### src/rtl/fft_pkg.sv
// Shared FFT sizing for the serializer/deserializer pair.
// Latency: n/a (constants and a compile-time helper only).
// Backpressure: n/a.
//
// Contents: default component width, channel count, frame length, and the
// counter widths derived from them.
package fft_pkg;

    localparam int FFT_NB_DATA  = 12;
    localparam int FFT_N_CH     = 4;
    localparam int FFT_N_POINTS = 32;

    // Counter width that still works when a range collapses to one value.
    function automatic int fft_ctr_w(input int n);
        return (n > 1) ? $clog2(n) : 1;
    endfunction

    localparam int FFT_LANE_W = fft_ctr_w(FFT_N_CH);
    localparam int FFT_VEC_W  = fft_ctr_w(FFT_N_POINTS / FFT_N_CH);

endpackage

### src/rtl/fft_deserializer.sv
// Serial-to-parallel: groups four consecutive complex samples into one vector.
// Latency: 1 clock from the 4th accepted sample of a vector to o_valid.
// Backpressure: none; i_enable=0 freezes all state and forces the pulses low.
//
// Ports: i_clk, i_rst (sync, active high), i_enable, i_valid, i_sof,
//        i_din {re,im}; o_dout_ch0..3 (ch0 earliest), o_valid, o_sof, o_err.
module fft_deserializer
    import fft_pkg::*;
#(
    parameter int NB_DATA  = FFT_NB_DATA,
    parameter int N_CH     = FFT_N_CH,
    parameter int N_POINTS = FFT_N_POINTS
) (
    input  logic                 i_clk,
    input  logic                 i_rst,
    input  logic                 i_enable,
    input  logic                 i_valid,
    input  logic                 i_sof,
    input  logic [2*NB_DATA-1:0] i_din,
    output logic [2*NB_DATA-1:0] o_dout_ch0,
    output logic [2*NB_DATA-1:0] o_dout_ch1,
    output logic [2*NB_DATA-1:0] o_dout_ch2,
    output logic [2*NB_DATA-1:0] o_dout_ch3,
    output logic                 o_valid,
    output logic                 o_sof,
    output logic                 o_err
);

    localparam int N_VEC  = N_POINTS / N_CH;
    localparam int LANE_W = fft_ctr_w(N_CH);
    localparam int VEC_W  = fft_ctr_w(N_VEC);

    localparam logic [LANE_W-1:0] LANE_LAST = LANE_W'(N_CH - 1);
    localparam logic [VEC_W-1:0]  VEC_LAST  = VEC_W'(N_VEC - 1);

    logic [LANE_W-1:0]    lane_q;
    logic [VEC_W-1:0]     vec_q;
    // The last lane never needs holding: it is forwarded straight into the
    // output register on the cycle it arrives.
    logic [2*NB_DATA-1:0] lane_reg [N_CH-1];

    logic accept;
    assign accept = i_enable & i_valid;

    always_ff @(posedge i_clk) begin
        if (i_rst) begin
            lane_q     <= '0;
            vec_q      <= '0;
            for (int i = 0; i < N_CH - 1; i++) begin
                lane_reg[i] <= '0;
            end
            o_dout_ch0 <= '0;
            o_dout_ch1 <= '0;
            o_dout_ch2 <= '0;
            o_dout_ch3 <= '0;
            o_valid    <= 1'b0;
            o_sof      <= 1'b0;
            o_err      <= 1'b0;
        end else begin
            // Pulses default low; data outputs hold until the next vector.
            o_valid <= 1'b0;
            o_sof   <= 1'b0;
            o_err   <= 1'b0;
            if (accept) begin
                if (i_sof) begin
                    // Realign: this sample opens vector 0 of a new frame.
                    // Anything half-built is dropped and flagged.
                    lane_reg[0] <= i_din;
                    lane_q      <= LANE_W'(1);
                    vec_q       <= '0;
                    o_err       <= (lane_q != '0);
                end else if (lane_q == LANE_LAST) begin
                    o_dout_ch0 <= lane_reg[0];
                    o_dout_ch1 <= lane_reg[1];
                    o_dout_ch2 <= lane_reg[2];
                    o_dout_ch3 <= i_din;
                    o_valid    <= 1'b1;
                    o_sof      <= (vec_q == '0);
                    lane_q     <= '0;
                    vec_q      <= (vec_q == VEC_LAST) ? '0 : vec_q + 1'b1;
                end else begin
                    lane_reg[lane_q] <= i_din;
                    lane_q           <= lane_q + 1'b1;
                end
            end
        end
    end

endmodule

### config.mk
export PLATFORM = sky130hd
export DESIGN_NAME = fft_deserializer
export DESIGN_NICKNAME = d
export VERILOG_FILES = /design/src/rtl/fft_pkg.sv /design/src/rtl/fft_deserializer.sv
export SDC_FILE = /design/constraint.sdc
export NUM_CORES = 1
export LEC_CHECK = 0
export CAP_MARGIN = 20
export CORE_MARGIN = 2
export CORE_UTILIZATION = 40
export DETAILED_ROUTE_END_ITERATION = 16
export PLACE_DENSITY_LB_ADDON = 0.05
export SYNTH_ARGS = -nofsm -noshare
export SYNTH_HDL_FRONTEND = slang
export SYNTH_SLANG_ARGS = --single-unit
### constraint.sdc
create_clock -name i_clk -period 6.9 [get_ports i_clk]
set_input_delay 0.69 -clock i_clk [delete_from_list [all_inputs] [get_ports i_clk]]
set_output_delay 0.69 -clock i_clk [all_outputs]
set_load 0.1 [all_outputs]
# --- After elaboration in Yosys (flattened, before gate mapping) ---
# Memories as Yosys holds them, arrays and structs flattened. A register that Yosys moved wholly into a read port is not among the register bits.
# Cells that the tools add are included.
op_classes:
  add_sub_neg: 2
  eq_ne: 2
  muxes: 21
  bitwise: 5
  n_reduce_logical: 9
ops:
  columns: ["operator", "n"]
  rows:
  - ["24-bit 2-to-1 mux", 2]
  - ["24-bit OR reduction", 1]
  - ["1-bit 2-to-1 mux", 13]
  - ["3-bit 2-to-1 mux", 3]
  - ["2-bit 2-to-1 mux", 3]
  - ["3-bit OR reduction", 2]
  - ["2-bit nonzero test", 2]
  - ["4-bit OR reduction", 1]
  - ["3-bit by 1-bit adder with 3-bit output (second input constant)", 1]
  - ["3-bit == test (second input constant)", 1]
  - ["3-bit zero test", 1]
  - ["1-bit NOT", 3]
  - ["3-bit AND reduction", 1]
  - ["2-bit by 1-bit adder with 2-bit output (second input constant)", 1]
  - ["2-bit == test (second input constant)", 1]
  - ["2-bit AND reduction", 1]
  - ["1-bit bitwise AND", 1]
  - ["1-bit bitwise OR", 1]
totals:
  register_bits: 32
  ramBits: 72
  in_bits: 29
  word_cells: 46
  mem_count: 1
mem_list:
  columns: ["name", "words", "word_bits", "rd", "rd_clocked_by_memory_dff", "wr", "line", "source"]
  rows:
  - ["lane_reg", 3, 24, 3, 3, 3, "fft_deserializer.sv:40", "logic [2*NB_DATA-1:0] lane_reg [N_CH-1];"]

# --- Depth between registers and ports, before layout ---
depth:
  word_depth: 8
  ltp_mapped: 6
  depth_no_buf: 4

# --- Least setup slack after synthesis ---
# Ideal clock, no wire load.
synth_path:
  path_type: "input to register"
  start: "input i_enable"
  end: "memory lane_reg[0][0] (netlist bit), enable pin"
  arrival_time_ns: 3.429
  path_slack_ns: 2.997
  path_stages: 3
  cell_sequence: "buf_2 nand2_1 o41ai_1"
synth_lines:
  columns: ["element", "line", "source"]
  rows:
  - ["start: declaration", "fft_deserializer.sv:16", "input logic i_enable,"]
  - ["end: declaration", "fft_deserializer.sv:40", null]

==> results.toml <==
[power_and_ir_drop]
p_leak_nw = 3.199
total_power_mw = 2.235
peakVddDrop_uv = 181.0
power.density_nw_per_um2 = 229.7

[drt]
drt_iter0_drc = 245
avgRoutedWirePerCell_um = 16.40
viasPerCell = 4.713
vias = 4831
routed_wl_mm = 16.81
postRouteAntennaNets = 0
drc_errors = 0
dr.pass1.iters = 4

[grt]
grt_pass1_wl_mm = 26.39
grt.met2_usage_pct = 27.53
groute.usage.overall_pct = 16.79
overflow = 0
grt_util_met1_pct = 21.95
antenna_found_initial = 0
grt_pass1_vias = 4850
grt_max_degree = 117
use_met3_pct = 4.494
grt-busiest-layer = "met2"

[clock_tree]
cts_resized = 0
cts.sinks = 176
hold_buffers = 0
cts_buffers = 17
ctsHtreeMaxLevel = 4
clock_latency_ns = 0.42
clk_pin_slew_ns = 0.06
cts_max_path_buffers = 2
cts_tree = "yes"
postCtsSetupBuffers = 0
cts_root_buffer = "clkbuf_16"

[place]
routabilityCongestion = 0.8050
port_buffers = 127
hpwl_mm = 11.25
post-place-ws_ns = 3.081

[layout]
largest_reg_flops = 72
drive_gt1_share_pct = 10.85
synthToLayoutAreaGrowth_pct = 26.22
final_cell_mix = "194 x nand2b_1, 126 x clkdlybuf4s50_1, 104 x dfxtp_1, 96 x mux2i_1, 72 x edfxtp_1"
diodes = 0
layout.nets = 787
final_common_cell = "nand2b_1"

[outcome]
status = "finished, final reports clean"

[yosys]
synth-seq-cells = 176
synth_compound_area_share_pct = 4.838
netlist_instances = 652
synth_area_per_cell_um2 = 11.82
synth_nets = 686
synth_top_area_share_pct = 28.06
netlist_top_cells_area = "edfxtp_1 28%, dfxtp_1 27%, nand2b_1 16%"
ys_seq_area_share_pct = 55.07
synth_cell_types = 34
synth-xor-area-share_pct = 0
ys_warn_count = 0
netlist_area_um2 = 7706
yosys.area_share.simple_pct = 21.43
synth_fa_ha_area_share_pct = 0.8118
synth_top_area_cell = "edfxtp_1"
synth_top_family_by_area = "simple AND/OR/NAND/NOR gates"
muxShareOfSynthArea_pct = 12.47

[critical_path]
start_kind = "input port"
crit_type = "input port to flop"
crit_required_ns = 7.03
cp_max_fo = 26
arrival_ns = 3.36
end_kind = "flop"

[timing]
final.setup.worst_slack_ns = 3.668
slew_violations = 0
setup_viol = 0
rsz0062_at_grt = "false"
skew_ns = 0.007601
max_freq_ghz = 0.3095
tightestPinTransition_ns = 1.023
tns_ns = 0
fin_crit_sh_pct = 46.83
slew_headroom_pct = 31.59
finalHoldViolCount = 0
finalCriticalPeriod_ns = 3.232

[run]
drv_cap = 0

[floorplanning]
die_y_um = 142.8
die_w_um = 142.8
core-area_um2 = 18830
io_pins = 128
row_count = 50
start_util_pct = 40.92
dieArea_um2 = 20390

[min_path]
worstHoldPathType = "flop to flop"
[report_power, final]
group	switching, mW	internal [mW]	total, mW
Clock	0.400	0.600	1.00
Combinational	0.0723	0.0498	0.122
Sequential	0.00856	1.10	1.11
Total	0.481	1.75	2.23
[Yosys cell counts (all sizes together)]
cell type and instances:
nand2b 194, dfxtp 104, mux2i 96, edfxtp 72, nor3 49, buf 29
inv 29, clkbuf 25, a211oi 24, ha 5, nand4b 3, o32ai 3
or3 3, o21bai 2, a21bo 1, a21o 1, a21oi 1, a31oi 1
and3b 1, and4b 1, clkinv 1, nand2 1, nand3b 1, nor2 1
nor4b 1, o211a 1, o41ai 1, or4b 1
[per-stage QoR]
stage          area (um^2)  cells  hold WS [ns]  util (%)
2_1_floorplan         7706    652        0.4307         -
3_5_place_dp          9074    992        0.4627     48.19
3_3_place_gp          9059    991        0.4580     48.11
6_report              9727   1025        0.4726     51.65
4_1_cts               9688   1023        0.4775     51.45
5_1_grt               9727   1025        0.4909     51.65
[per-layer routing]
metal	wire, um	part of all wire, %
met1	7749	46
met4	138	0.82
met5	0	0
met2	8189	49
met3	727	4.3
[worst paths after layout]
path	startpoint	endpoint	slack (ns)	cells past startpoint
hold reg to reg	o_dout_ch2[7]	o_dout_ch2[7]	0.47	2
setup / recovery	i_enable	lane_reg[1][4]	3.67	4
hold / removal	o_dout_ch2[7]	o_dout_ch2[7]	0.47	2
setup reg to reg	lane_q[0]	o_dout_ch3[16]	3.97	4
[final cells by class]
class	instances	area [um^2]
Clock buffer	24	518.0
Inverter	30	112.6
Sequential cell	176	4244
Timing Repair Buffer	136	1368
Tap cell	260	325.3
Clock inverter	7	96.34
Fill cell	1630	9104
Multi-Input combinational cell	392	3063
[cell families (layout without fill, tap and decap cells)]
family	after synthesis	count (layout)
simple gates	256	256
flops	176	176
mux	96	96
buf+inv	84	197
compound gates	35	35
fa+ha+maj	5	5
[worst max-delay path, stage by stage]
cell and delay, ns:
clkdlybuf4s50_1 0.67, nand4b_1 0.84, o21bai_2 0.89, buf_6 0.26
No activity file was read; power rests on OpenSTA's default activity.
==> patch (same settings) <==
Register the inputs `i_enable`, `i_valid`, `i_sof` and `i_din` before use, without a reset. The logic sees them one clock later.
--- a/src/rtl/fft_deserializer.sv
+++ b/src/rtl/fft_deserializer.sv
@@ -35,2 +35,14 @@
 
+    logic i_enable_q;
+    logic i_valid_q;
+    logic i_sof_q;
+    logic [2*NB_DATA-1:0] i_din_q;
+
+    always_ff @(posedge i_clk) begin
+        i_enable_q <= i_enable;
+        i_valid_q  <= i_valid;
+        i_sof_q    <= i_sof;
+        i_din_q    <= i_din;
+    end
+
     logic [LANE_W-1:0]    lane_q;
@@ -42,3 +54,3 @@
     logic accept;
-    assign accept = i_enable & i_valid;
+    assign accept = i_enable_q & i_valid_q;
 
@@ -64,6 +76,6 @@
             if (accept) begin
-                if (i_sof) begin
+                if (i_sof_q) begin
                     // Realign: this sample opens vector 0 of a new frame.
                     // Anything half-built is dropped and flagged.
-                    lane_reg[0] <= i_din;
+                    lane_reg[0] <= i_din_q;
                     lane_q      <= LANE_W'(1);
@@ -75,3 +87,3 @@
                     o_dout_ch2 <= lane_reg[2];
-                    o_dout_ch3 <= i_din;
+                    o_dout_ch3 <= i_din_q;
                     o_valid    <= 1'b1;
@@ -81,3 +93,3 @@
                 end else begin
-                    lane_reg[lane_q] <= i_din;
+                    lane_reg[lane_q] <= i_din_q;
                     lane_q           <= lane_q + 1'b1;
Formal check against the unedited RTL: not equivalent (Yosys sat finds a counterexample within 4 cycles, from zero or initial values and one cycle with i_rst high).
==> patch against the unedited design <==
  * Total power increased by 14%
  * Synthesized cell count is 4.1% higher
  * Cell area grew 7.0%
  * Utilization decreased by 0.23 points
  * Count of clock-buffer cells in the layout increased by 10
  * Setup slack improved by 0.24 ns
  * Area after synthesis increased by 7.0%
  * Sequential cell count up 27
  * Routed wire length is 7.0% higher
  * Critical path depth did not move
  * Sequential power up 16%
  * Critical path type is now register to register
==> patch: results (changes against the unedited design) <==
metric;value;unit;change
Leak;3.48;nW;+8.9%
Clock Latency Late Sink;0.50;ns;+0.08 ns
reg2reg end;o_dout_ch2[1];;
Initial DRC Count;288;;+18%
met3 usage;0.0349;;-0.0101
hold slack;0.460;ns;-0.0131 ns
met2 usage;0.259;;-0.0165
total CTS buffers;23;;+6
clk pwr;1.15;mW;+15%
Synth top cells by count;nand2b_1 (194), dfxtp_1 (131), mux2i_1 (96);;
met1 Usage GRT;0.230;;+0.0104
arrival time of the worst setup path;3.40;ns;+0.04 ns
Hold Path Depth;1;;-1
worst-case vdd ir drop;149;uV;-18%
placed cells;1029;;+3.7%
H-tree levels;1;;-3
clk buf depth;3;;+1
Post-Place Setup Slack;3.77;ns;+0.692 ns
DP Area;0.00965;mm2;+6.3%
Slowest cell on crit path;and4b_4;;
Pwr Total;2.55;mW;+14%
filler cell count;1821;;+12%
wire per inst;16.8;um;+2.2%
hold-critical path endpoint;o_sof;;
Tot GR Track Use;0.162;;-0.00593
top fanout value on the critical path;51;;+96%
first-pass GRT wire length;28.1;mm;+6.6%
cell taking the most area after synthesis;dfxtp_1;;
outcome;completed;;
Seq/Total Area, Yosys;0.580;;+0.0294
routability cong.;0.820;;+1.9%
Layout Cells excl Fill;1073;;+4.7%
Worst Clk Skew;0.0120;ns;+0.00436 ns
layout cells sized above 1;0.108;;-0.000153
M1 WL;8.62;mm;+11%
Slew @ Worst Pin;1.02;ns;+0.00187 ns
pin count of the biggest net entering global routing;140;;+20%
Post-Syn Nets;713;;+3.9%
crit-path max cell delay;0.87;ns;-0.02 ns
DR WL met3;962;um;+32%
patch: worst max path at each step:
| stage | slack, ns | start | cells past startpoint | endpoint |
|---|---|---|---|---|
| 6_report | 3.91 | lane_q[0] | 4 | o_dout_ch2[1] |
| 5_1_grt | 3.75 | lane_q[0] | 4 | o_dout_ch2[14] |
| 4_1_cts | 3.86 | i_enable_q | 2 | lane_reg[1][5] |
| 3_5_place_dp | 3.77 | i_rst | 3 | lane_reg[1][11] |
| 3_3_place_gp | 3.84 | i_rst | 4 | lane_reg[2][7] |
| 2_1_floorplan | 3.25 | lane_q[0] | 2 | lane_reg[0][0] |
patch: area by class of cell:
| type | count | area, um2 | area share |
|---|---|---|---|
| Clock buffer | 34 | 647 | 0.0622 |
| Clock inverter | 7 | 62.6 | 0.00601 |
| Inverter | 30 | 113 | 0.0108 |
| Multi-Input combinational cell | 392 | 3060 | 0.294 |
| Sequential cell | 203 | 4780 | 0.460 |
| Tap cell | 270 | 338 | 0.0325 |
| Timing Repair Buffer | 137 | 1400 | 0.134 |
